**src/rtl/uart_frame_scheduler.sv**
```systemverilog
// rtl/uart_frame_scheduler.sv - shares one UART transmitter between sensor-report and ack frames
module uart_frame_scheduler #(
  parameter int unsigned REPORT_PERIOD_CYC = 100_000_000
) (
  input  logic       clk_100Mhz,
  input  logic       rst_n,
  input  logic       enable,
  input  logic [7:0] temperature,
  input  logic [7:0] humidity,
  input  logic       ack_req,
  input  logic [1:0] ack_code,
  input  logic       uart_tx_active,
  input  logic       uart_tx_done,
  output logic       uart_send,
  output logic [7:0] uart_data,
  output logic       frame_done,
  output logic       frame_id,
  output logic       report_pending,
  output logic       ack_pending,
  output logic [7:0] drop_cnt
);

  localparam int TW = $clog2(REPORT_PERIOD_CYC);
  localparam logic [TW-1:0] TIMER_LAST = TW'(REPORT_PERIOD_CYC - 1);
  localparam logic FRAME_SENSOR = 1'b0;
  localparam logic FRAME_ACK    = 1'b1;

  typedef enum logic [2:0] {IDLE, LOAD, ISSUE, WAIT_DONE, FINISH} state_t;

  state_t        state;
  logic [TW-1:0] timer;
  logic          tick;
  logic [1:0]    ack_code_q;
  logic          last_served;
  logic [7:0]    frame_buf [6];
  logic [2:0]    frame_last_idx;
  logic [2:0]    byte_idx;
  logic          grant_sensor;
  logic          grant_ack;
  logic [6:0]    t_clamp;
  logic [6:0]    h_clamp;

  function automatic logic [7:0] ascii_digit(input logic [6:0] v);
    return 8'h30 + {1'b0, v};
  endfunction

  assign tick    = enable && (timer == TIMER_LAST);
  assign t_clamp = (temperature > 8'd99) ? 7'd99 : temperature[6:0];
  assign h_clamp = (humidity > 8'd99) ? 7'd99 : humidity[6:0];

  // On a tie the frame type not served last wins; last_served resets to ack.
  always_comb begin
    grant_sensor = 1'b0;
    grant_ack    = 1'b0;
    if (state == IDLE) begin
      if (report_pending && (!ack_pending || last_served == FRAME_ACK))
        grant_sensor = 1'b1;
      else if (ack_pending)
        grant_ack = 1'b1;
    end
  end

  always_ff @(posedge clk_100Mhz) begin
    if (!rst_n) begin
      state          <= IDLE;
      timer          <= '0;
      report_pending <= 1'b0;
      ack_pending    <= 1'b0;
      ack_code_q     <= 2'b00;
      drop_cnt       <= 8'd0;
      last_served    <= FRAME_ACK;
      frame_last_idx <= 3'd0;
      byte_idx       <= 3'd0;
      uart_send      <= 1'b0;
      uart_data      <= 8'h00;
      frame_done     <= 1'b0;
      frame_id       <= FRAME_SENSOR;
      for (int i = 0; i < 6; i++) frame_buf[i] <= 8'h00;
    end else begin
      uart_send  <= 1'b0;
      frame_done <= 1'b0;

      if (!enable || tick) timer <= '0;
      else                 timer <= timer + TW'(1);

      // A new request in the grant cycle outranks the clear.
      if (tick) begin
        report_pending <= 1'b1;
        if (report_pending && drop_cnt != 8'hFF) drop_cnt <= drop_cnt + 8'd1;
      end else if (grant_sensor) begin
        report_pending <= 1'b0;
      end

      if (ack_req) begin
        ack_pending <= 1'b1;
        ack_code_q  <= ack_code;
      end else if (grant_ack) begin
        ack_pending <= 1'b0;
      end

      unique case (state)
        IDLE: begin
          if (grant_sensor) begin
            frame_buf[0]   <= 8'h53;
            frame_buf[1]   <= ascii_digit(t_clamp / 7'd10);
            frame_buf[2]   <= ascii_digit(t_clamp % 7'd10);
            frame_buf[3]   <= ascii_digit(h_clamp / 7'd10);
            frame_buf[4]   <= ascii_digit(h_clamp % 7'd10);
            frame_buf[5]   <= 8'h0A;
            frame_last_idx <= 3'd5;
            frame_id       <= FRAME_SENSOR;
            state          <= LOAD;
          end else if (grant_ack) begin
            frame_buf[0]   <= 8'h41;
            frame_buf[1]   <= 8'h3A;
            frame_buf[2]   <= 8'h30 + {7'd0, ack_code_q[1]};
            frame_buf[3]   <= 8'h30 + {7'd0, ack_code_q[0]};
            frame_buf[4]   <= 8'h0A;
            frame_buf[5]   <= 8'h00;
            frame_last_idx <= 3'd4;
            frame_id       <= FRAME_ACK;
            state          <= LOAD;
          end
        end
        LOAD: begin
          byte_idx <= 3'd0;
          if (!uart_tx_active) begin
            uart_send <= 1'b1;
            uart_data <= frame_buf[0];
            state     <= WAIT_DONE;
          end else begin
            state <= ISSUE;
          end
        end
        ISSUE: begin
          if (!uart_tx_active) begin
            uart_send <= 1'b1;
            uart_data <= frame_buf[byte_idx];
            state     <= WAIT_DONE;
          end
        end
        WAIT_DONE: begin
          // Issue the next byte straight away when the transmitter is already free.
          if (uart_tx_done) begin
            if (byte_idx == frame_last_idx) begin
              frame_done  <= 1'b1;
              last_served <= frame_id;
              state       <= FINISH;
            end else begin
              byte_idx <= byte_idx + 3'd1;
              if (!uart_tx_active) begin
                uart_send <= 1'b1;
                uart_data <= frame_buf[byte_idx + 3'd1];
              end else begin
                state <= ISSUE;
              end
            end
          end
        end
        FINISH: state <= IDLE;
        default: state <= IDLE;
      endcase
    end
  end

endmodule

```
**config.mk**
```make
export PLATFORM = sky130hd
export DESIGN_NAME = uart_frame_scheduler
export DESIGN_NICKNAME = d
export VERILOG_FILES = /design/src/rtl/uart_frame_scheduler.sv
export SDC_FILE = /design/constraint.sdc
export NUM_CORES = 1
export LEC_CHECK = 0
export CORE_ASPECT_RATIO = 0.7
export CORE_UTILIZATION = 42
export CTS_BUF_LIST = sky130_fd_sc_hd__clkbuf_4 sky130_fd_sc_hd__clkbuf_8 sky130_fd_sc_hd__clkbuf_16
export CTS_CLUSTER_SIZE = 24
export DETAILED_ROUTE_END_ITERATION = 10
export MAX_ROUTING_LAYER = met4
export PLACE_DENSITY = 0.59
export SLEW_MARGIN = 20
export SYNTH_ARGS = -nofsm -noshare
export SYNTH_HDL_FRONTEND = slang
export SYNTH_SLANG_ARGS = --single-unit
export TNS_END_PERCENT = 100
```
**constraint.sdc**
```tcl
create_clock -name clk_100Mhz -period 5.9 [get_ports clk_100Mhz]
set_input_delay 0.885 -clock clk_100Mhz [delete_from_list [all_inputs] [get_ports clk_100Mhz]]
set_output_delay 0.885 -clock clk_100Mhz [all_outputs]
set_load 0.01 [all_outputs]
```
## Word-level counts from Yosys, hierarchy flattened

Memory sizes are Yosys's and may differ from the RTL's. A register that Yosys moved wholly into a read port is not among the register bits.
Index checks and enable logic that the tools add are counted.

- Flip-flop bits (word level): 60
- Latch bits: 0
- RAM bits: 48
- ROM bits: 0
- Input port bits: 24
- Output and inout bits: 21
- Word-level logic and storage cells: 138
- Memories: 1

Memories:

| name | depth | width | rd ports | clocked after memory_dff | wr ports | RTL line | text |
|---|---|---|---|---|---|---|---|
| frame_buf | 6 | 8 | 3 | 1 | 6 | 35 | `logic [7:0] frame_buf [6];` |

- Add/subtract/negate cells: 9
- Multipliers: 0
- Div/mod/pow operators: 4
- Magnitude comparators: 2
- Equality and inequality tests: 13
- Shifts and indexed selects: 0
- Muxes and demuxes: 61
- Bitwise gates (word level): 13
- Reductions and logical operators: 22

Operators by type and width:

| operator | number |
|---|---|
| 8-bit 2-to-1 mux | 17 |
| 3-bit 2-to-1 mux | 12 |
| 6-bit by 7-bit adder with 8-bit output (first input constant) | 4 |
| 27-bit by 1-bit adder with 27-bit output (second input constant) | 1 |
| 27-bit == test (second input constant) | 1 |
| 1-bit 2-to-1 mux | 26 |
| 8-bit one-hot mux with 3 select lines | 1 |
| 8-bit by 7-bit > comparator with 1-bit output (second input constant) | 2 |
| 6-bit by 1-bit adder with 7-bit output (first input constant) | 2 |
| 7-bit by 4-bit divider with 7-bit output (second input constant) | 2 |
| 7-bit by 4-bit remainder unit with 7-bit output (second input constant) | 2 |
| 7-bit 2-to-1 mux | 2 |
| 1-bit bitwise OR | 12 |
| 3-bit one-hot mux with 4 select lines | 1 |
| 2-bit != test (second input constant) | 5 |
| 3-bit AND reduction | 3 |
| 8-bit by 1-bit adder with 8-bit output (second input constant) | 1 |
| 8-bit != test (second input constant) | 1 |
| 2-bit nonzero test | 4 |
| 3-bit by 2-bit == test with 1-bit output (second input constant) | 2 |
| 3-bit != test (second input constant) | 2 |
| 3-bit one-hot mux with 2 select lines | 1 |
| 6-bit AND reduction | 1 |
| 2-bit AND reduction | 2 |
| 12 further kinds | 17 |

## Depth between registers and ports, before layout

Gate-level depths: netlist of the first run.

- Depth in word-level cells: 11
- Gate-level depth with buffers: 24
- Gate-level depth less buffers: 22

## Worst setup path before layout of the first run

Ideal clock, no wire load.

- Path type: input to register
- Start: input humidity[7]
- End: memory frame_buf[4][7], data pin
- Setup time: 0.255 ns
- Arrival: 5.176 ns
- Required time: 5.645 ns
- Setup slack: 0.469 ns
- Stages on the path: 23
- Buffers on the path: 3
- Path through: buf_6 -> clkbuf_1 -> or2_2 -> nor2_1 -> ha_1 -> o21a_1 -> o21ai_0 -> nor2b_1 -> ha_1 -> or3_1 -> o32a_2 -> mux2i_2 -> and2_1 -> buf_4 -> a21oi_2 -> a21oi_1 -> ha_1 -> nor2_1 -> o31a_1 -> nor3_1 -> a2111oi_4 -> o211ai_1 -> o21ba_1

RTL lines:

| element | RTL line | text |
|---|---|---|
| from (decl) | 9 | `input logic [7:0] humidity,` |
| to (decl) | 35 |  |

==> key figures, run 1 <==
Clock network
  • Htree depth: 3
  • Clock Tree Buf Depth: 2
  • TritonCTS Buffers: 9
  • Postcts setup bufs: 0
  • Clk_lat worst skew: 0.35 ns
  • Clock sinks: 90
  • Cts hold-fix bufs: 0
  • Clock slew at reported path FFs: 0.06 ns
  • CTS tree: done
  • Root Driver: clkbuf_16

GRT
  • First-pass GRT wire length: 23600 um
  • Total global routing overflow: 0
  • Met2 GRT Util: 30.0%
  • Aggregate global-route resource usage: 21.7%
  • GRT busiest layer: met1
  • Largest net degree at the start of global routing: 30
  • Vias in the first global route: 4696
  • Met3 Usage GRT: 4.68%
  • Initial antenna violation count: 0
  • Met1 global-route usage: 31.8%

Detailed routing
  • Vias per Instance: 5.58
  • Via count: 5136
  • Total routed wirelength: 14400 um
  • Post-DRT Antenna Nets: 0
  • DRC violations left: 0
  • First-pass iteration count of the detailed router: 5
  • DRT iter0 DRCs: 374
  • Routed wire per std cell: 15.7 um

Die
  • Die height: 99.8 um
  • Core area: 13200 um2
  • Initial Util: 43.4%
  • # IOs: 45
  • Die area: 14100 um2
  • Die X: 142 um
  • Cell Rows: 35

Cells and area
  • Layout Nets: 768
  • Share of layout cells above drive strength 1: 10.5%
  • Fin util: 51.2%
  • Most common cell after layout, fill and taps aside: nor2_1
  • Area Overhead vs Synth: 18.1%
  • Commonest cells after routing, fill and taps aside: 93 x nor2_1, 65 x nand2_1, 63 x dfxtp_1
  • # diodes: 0

Timing
  • Final period demand of the worst path: 5.55 ns
  • Final setup viols: 0
  • RSZ-0062 raised after global routing: no
  • Max Clk Rate: 0.180 GHz
  • Post-Route Setup TNS: 0 ns
  • Max-slew violations: 0
  • Worst-Margin Slew: 1.05 ns
  • Final Cycle Share: 94.1%
  • Skew final: 0.00984 ns
  • Slew headroom: 30.0%
  • Fin. Hold Viols: 0

Setup path
  • Capturing point of the worst reg2reg path: frame_buf[2][7]
  • Crit-path cells: clkdlybuf4s50_1, o311a_1, or2_2, nor2_1, ha_1, o21a_1, o21ai_0, nor2b_1, ha_1, or3_1, o32a_2, mux2i_2, nand2_1, a21oi_1, a21oi_1, ha_2, nor4b_1, nor3_2, a2111oi_4, o211ai_1, o21ba_1
  • Critical Path Fanout Max: 6
  • Worst EP arrival: 5.77 ns
  • WS Path Type: primary input to register
  • Worst EP required: 6.11 ns
  • Crit Reg-Reg Startpoint: state[0]
  • R2R setup slack: 3.09 ns
  • Reg2reg path depth: 6
  • Max stage delay on crit path: 0.43 ns
  • CP Capture Type: register
  • Worst path slowest cell: clkdlybuf4s50_1
  • Startpoint Class: primary input

Synth
  • Top post-synthesis cells by area: dfxtp_1 22%, edfxtp_1 14%, nor2_1 6.1%, nand2_1 4.3%, a21oi_1 4.0%
  • Syn_area_per_cell: 8.42 um2
  • FFs w/ async S/R, synth: 0%
  • Ys Warns: 0
  • Distinct cell type count after synthesis: 82
  • Netlist Area Pre-Place: 5740 um2
  • Sequential share of the synthesized area: 36.1%
  • Mapped Cells: 682
  • Post-synth top flop: dfxtp_1
  • Post-synth EDFFs: 27
  • Post-synth top area share: 22.0%
  • Largest area contributor in the netlist: dfxtp_1
  • Mapped Nets: 719
  • Yosys reg bits: 90

Power
  • PD cells: 253 nW/um2
  • Maximum VDD drop: 0.153 mV
  • Leak Pwr: 2.49 nW

Placed design
  • Dpl hpwl: 10900 um
  • Port-buffer cells: 44
  • GPL Wtd Cong: 0.922

Hold path
  • Worst Hold Depth: 1
  • HP Start: timer[0]
  • Worst Hold Endpoint: timer[0]
  • Worst min path class: register to register

Job
  • Max Cap Violations: 0

Outcome
  • Outcome: finished clean
==> metrics by stage <==
step                setup WS (ns)  power [mW]  hold WS (ns)  instances  area, um2
floorplan                   0.469       0.993         0.430        682       5740
global placement           0.0377        1.13         0.445        905       6460
detailed placement        -0.0966        1.13         0.457        905       6460
global route               0.0626        1.80         0.490        921       6780
CTS                         0.251        1.72         0.472        921       6770
finish                      0.347        1.72         0.460        921       6780
==> layer usage <==
layer	wire length, um	vias up
met2	5960	126
met1	7600	2405
met3	734	13
met4	127	0
met5	0	-
li1	-	2592
==> power by group <==
part / total [mW] / internal, mW / leakage, nW / switching [mW]
logic: 0.417 / 0.177 / 1.54 / 0.240
clock network: 0.586 / 0.338 / 0.151 / 0.249
registers: 0.714 / 0.680 / 0.797 / 0.0339
total: 1.72 / 1.19 / 2.49 / 0.522
==> cell usage after synthesis, types with 18 or more instances <==
library cell   n
nor2_1        93
nand2_1       65
dfxtp_1       63
a21oi_1       46
o21ai_0       40
edfxtp_1      27
nand3_1       25
nor3_1        25
xor2_1        23
inv_1         20
clkbuf_1      18
mux2i_1       18
==> critical path: cells and delay by family <==
family | cells | cell delay, ns
adder cells (fa/ha/maj) | 3 | 0.67
multiplexers | 1 | 0.27
AO/OA/AOI/OAI | 9 | 2.06
buffers and inverters | 1 | 0.43
AND/OR/NAND/NOR | 7 | 1.44
==> state kept, by name (all words and copies together), names as in the netlist, 2 cells and up, named ones only <==
register,flops
state,3
timer,27
drop_cnt,8
ack_code_q,2
frame_last_idx,2
uart_data,8
frame_buf,28
byte_idx,3
==> cell type report <==
| class | count | area, um2 |
|---|---|---|
| fill | 1272 | 6450 |
| tap | 185 | 231 |
| clock buffer | 10 | 233 |
| clock inverter | 6 | 71.3 |
| sequential | 90 | 2070 |
| inverter | 20 | 75.1 |
| timing repair buffer | 68 | 621 |
| multi-input combinational | 542 | 3470 |
==> kinds of logic (layout without fill, tap and decap cells) <==
group,Yosys count,after routing,synth area share [%]
compound gates,178,178,21.6
xor+xnor,39,39,5.95
fa+ha+maj,13,13,2.83
buf+inv,50,104,3.66
flops,90,90,36.1
mux,24,24,5.14
simple gates,288,288,24.7
==> worst max-delay path by stage <==
stage	endpoint	slack, ns	from	cells after the start
floorplan	frame_buf[4][7]	0.47	humidity[7]	23
global placement	frame_buf[2][6]	0.04	temperature[5]	20
detailed placement	frame_buf[4][6]	-0.1	humidity[4]	22
CTS	frame_buf[4][6]	0.25	humidity[4]	22
global route	frame_buf[4][6]	0.06	humidity[4]	23
finish	frame_buf[4][7]	0.35	humidity[4]	21
==> what timing repair did <==
action / 4_1_cts / 5_1_grt
gates resized for setup: 0 / 3
endpoints found under the hold margin: 0 / 0
endpoints found under the setup margin: 0 / 3
Power figures use the tool's default switching activity.
==> run 2: changes to the inputs <==
--- a/config.mk
+++ b/config.mk
@@ -10,8 +10,9 @@
 export CTS_BUF_LIST = sky130_fd_sc_hd__clkbuf_4 sky130_fd_sc_hd__clkbuf_8 sky130_fd_sc_hd__clkbuf_16
 export CTS_CLUSTER_SIZE = 24
 export DETAILED_ROUTE_END_ITERATION = 10
+export DONT_BUFFER_PORTS = 1
 export MAX_ROUTING_LAYER = met4
-export PLACE_DENSITY = 0.59
+export PLACE_DENSITY = 0.54
 export SLEW_MARGIN = 20
 export SYNTH_ARGS = -nofsm -noshare
 export SYNTH_HDL_FRONTEND = slang
==> run 2 against run 1 <==
Net effect: critical path depth is the same; register-to-register slack improved by 0.08 ns; total power is 2.9% lower; global-route usage shrank 0.77 points.
==> key figures, run 2 (same netlist as run 1, synthesis figures left out) <==
Setup path
  • CP startpoint: humidity[4]
  • Crit Reg-Reg Startpoint: state[0]
  • Critical Path Fanout Max: 7 (+1)
  • Crit-path cells: o311a_1, or2_2, nor2_1, ha_1, o21a_1, o21ai_0, nor2b_1, ha_1, or3_1, o32a_2, mux2i_2, nand2_1, a21oi_1, a21oi_1, ha_1, buf_4, a2111oi_4, nor3_1, a2111oi_4, o211ai_1, o21ba_1
  • R2R setup slack: 3.17 ns (+0.08 ns)
  • Startpoint Class: primary input
  • Worst Setup EP: frame_buf[4][7]
  • Worst EP arrival: 5.74 ns (-0.03 ns)
  • Worst path slowest cell: a2111oi_4
  • Most used cell, CP: ha_1
  • Capturing point of the worst reg2reg path: frame_buf[2][7]
  • Reg2reg path depth: 6 (unchanged)
  • Worst EP required: 6.10 ns (about the same)
  • CP Capture Type: register
  • Max stage delay on crit path: 0.38 ns (-0.05 ns)
  • WS Path Type: primary input to register

Power
  • Seq pwr share: 43.4% (+1.8 points)
  • Pint: 1.17 mW (-2.3%)
  • Leak Pwr: 2.23 nW (-10%)
  • Maximum VDD drop: 0.177 mV (+15%)
  • Clk pwr share: 36.1% (+2.0 points)
  • Switching share of power: 30.0% (-0.43 points)
  • PD cells: 269 nW/um2 (+6.3%)
  • Switching pwr: 500 uW (-4.3%)
  • Final Power: 1.67 mW (-2.9%)
  • Combinational share of power: 20.5% (-3.8 points)

Die
  • Cell Rows: 35 (unchanged)
  • Die X: 142 um (unchanged)
  • Die area: 14100 um2 (unchanged)
  • Die height: 99.8 um (unchanged)
  • Core area: 13200 um2 (unchanged)
  • Initial Util: 43.4% (unchanged)
  • # IOs: 45 (unchanged)

Timing
  • RSZ-0062 raised after global routing: no
  • Slew headroom: 30.2% (+0.25 points)
  • Skew final: 0.00636 ns (-0.00348 ns)
  • Max-slew violations: 0 (unchanged)
  • Fin. Hold Viols: 0 (unchanged)
  • Final setup viols: 0 (unchanged)
  • Max Clk Rate: 0.181 GHz (+0.38%)
  • Post-Route Setup TNS: 0 ns (unchanged)
  • Final Cycle Share: 93.8% (-0.35 points)
  • Worst-Margin Slew: 1.04 ns (-0.00433 ns)
  • Final period demand of the worst path: 5.53 ns (-0.0209 ns)

Clock network
  • Clock Tree Buf Depth: 2 (unchanged)
  • CTS tree: done
  • Postcts setup bufs: 0 (unchanged)
  • Post_cts resized: 0 (unchanged)
  • Htree depth: 3 (unchanged)
  • Root Driver: clkbuf_16
  • Cts hold-fix bufs: 0 (unchanged)
  • Clock sinks: 90 (unchanged)
  • Clk_lat worst skew: 0.34 ns (about the same)
  • Clock slew at reported path FFs: 0.07 ns (about the same)
  • TritonCTS Buffers: 9 (unchanged)

Detailed routing
  • Routed wire per std cell: 16.7 um (+6.8%)
  • First-pass iteration count of the detailed router: 5 (unchanged)
  • DRC violations left: 0 (unchanged)
  • Post-DRT Antenna Nets: 0 (unchanged)
  • Total routed wirelength: 14300 um (-0.58%)
  • Via count: 5049 (-1.7%)
  • Vias per Instance: 5.89 (+5.6%)
  • DRT iter0 DRCs: 374 (unchanged)

Cells and area
  • Commonest cells after routing, fill and taps aside: 93 x nor2_1, 64 x nand2_1, 63 x dfxtp_1
  • Layout Nets: 704 (-8.3%)
  • # diodes: 0 (unchanged)
  • Area Overhead vs Synth: 7.94%
  • Largest reg by FF count: frame_buf
  • Max reg flops: 28 (unchanged)
  • Share of layout cells above drive strength 1: 8.18% (-2.3 points)
  • Most common cell after layout, fill and taps aside: nor2_1
  • Largest registers: frame_buf x28, timer x27

GRT
  • Largest net degree at the start of global routing: 30 (unchanged)
  • Total global routing overflow: 0 (unchanged)
  • Initial antenna violation count: 0 (unchanged)
  • First-pass GRT wire length: 22900 um (-3.1%)
  • Aggregate global-route resource usage: 20.9% (-0.77 points)
  • Vias in the first global route: 4465 (-4.9%)

Placed design
  • Dpl hpwl: 10500 um (-3.0%)
  • GPL Wtd Cong: 0.887 (-3.8%)
  • Port-buffer cells: 0 (-100%)

Hold path
  • Worst min path class: register to register

Job
  • Max Cap Violations: 0 (unchanged)

Outcome
  • Outcome: finished clean
-- run 2: power groups by stage --
stage,combinational [mW],sequential [mW],clock [mW]
after global placement,0.331,0.734,0
after detailed placement,0.336,0.737,0
after global routing,0.382,0.728,0.633
after CTS,0.338,0.723,0.613
final,0.342,0.724,0.602
after floorplan,0.278,0.715,0
-- run 2: final cells by class --
cell class	count	area [um2]
Fill cell	1314	7030
Multi-Input combinational cell	542	3460
Sequential cell	90	2070
Clock buffer	13	297
Tap cell	185	231
Inverter	20	75.1
Timing Repair Buffer	4	30.0
Clock inverter	3	25.0
-- run 2: per-layer routing --
metal | wire length (um) | up-vias | global-route usage [%] | part of all wire (%)
met5 | 0 | - | - | 0
met4 | 120 | 0 | 4.80 | 0.84
met3 | 967 | 16 | 3.82 | 6.7
met2 | 5950 | 185 | 29.0 | 41
met1 | 7300 | 2392 | 31.1 | 51
li1 | - | 2456 | - | -
-- run 2: per-stage QoR --
| step | instances | hold WS, ns | area, um2 | setup slack, ns | util, % |
|---|---|---|---|---|---|
| after floorplan | 682 | 0.430 | 5740 | 0.469 | - |
| after global placement | 841 | 0.444 | 5870 | 0.284 | 44.4 |
| after detailed placement | 841 | 0.454 | 5870 | 0.102 | 44.4 |
| after CTS | 857 | 0.468 | 6190 | 0.419 | 46.8 |
| after global routing | 857 | 0.491 | 6190 | 0.0615 | 46.8 |
| final | 857 | 0.462 | 6190 | 0.368 | 46.8 |
-- run 2: how the worst min path moves through the flow --
stage | from | end | slack [ns] | depth (start not counted)
2_1_floorplan | timer[0] | timer[0] | 0.43 | 1
3_3_place_gp | timer[0] | timer[0] | 0.44 | 1
3_5_place_dp | timer[0] | timer[0] | 0.45 | 1
4_1_cts | timer[0] | timer[0] | 0.47 | 1
5_1_grt | timer[0] | timer[0] | 0.49 | 1
6_report | timer[0] | timer[0] | 0.46 | 1
-- run 2: worst max-delay path: cells and delay by family --
family	cells	cell delay (ns)
compound gates	10	2.41
fa+ha+maj	3	0.80
buf+inv	1	0.17
mux	1	0.29
simple gates	6	1.16
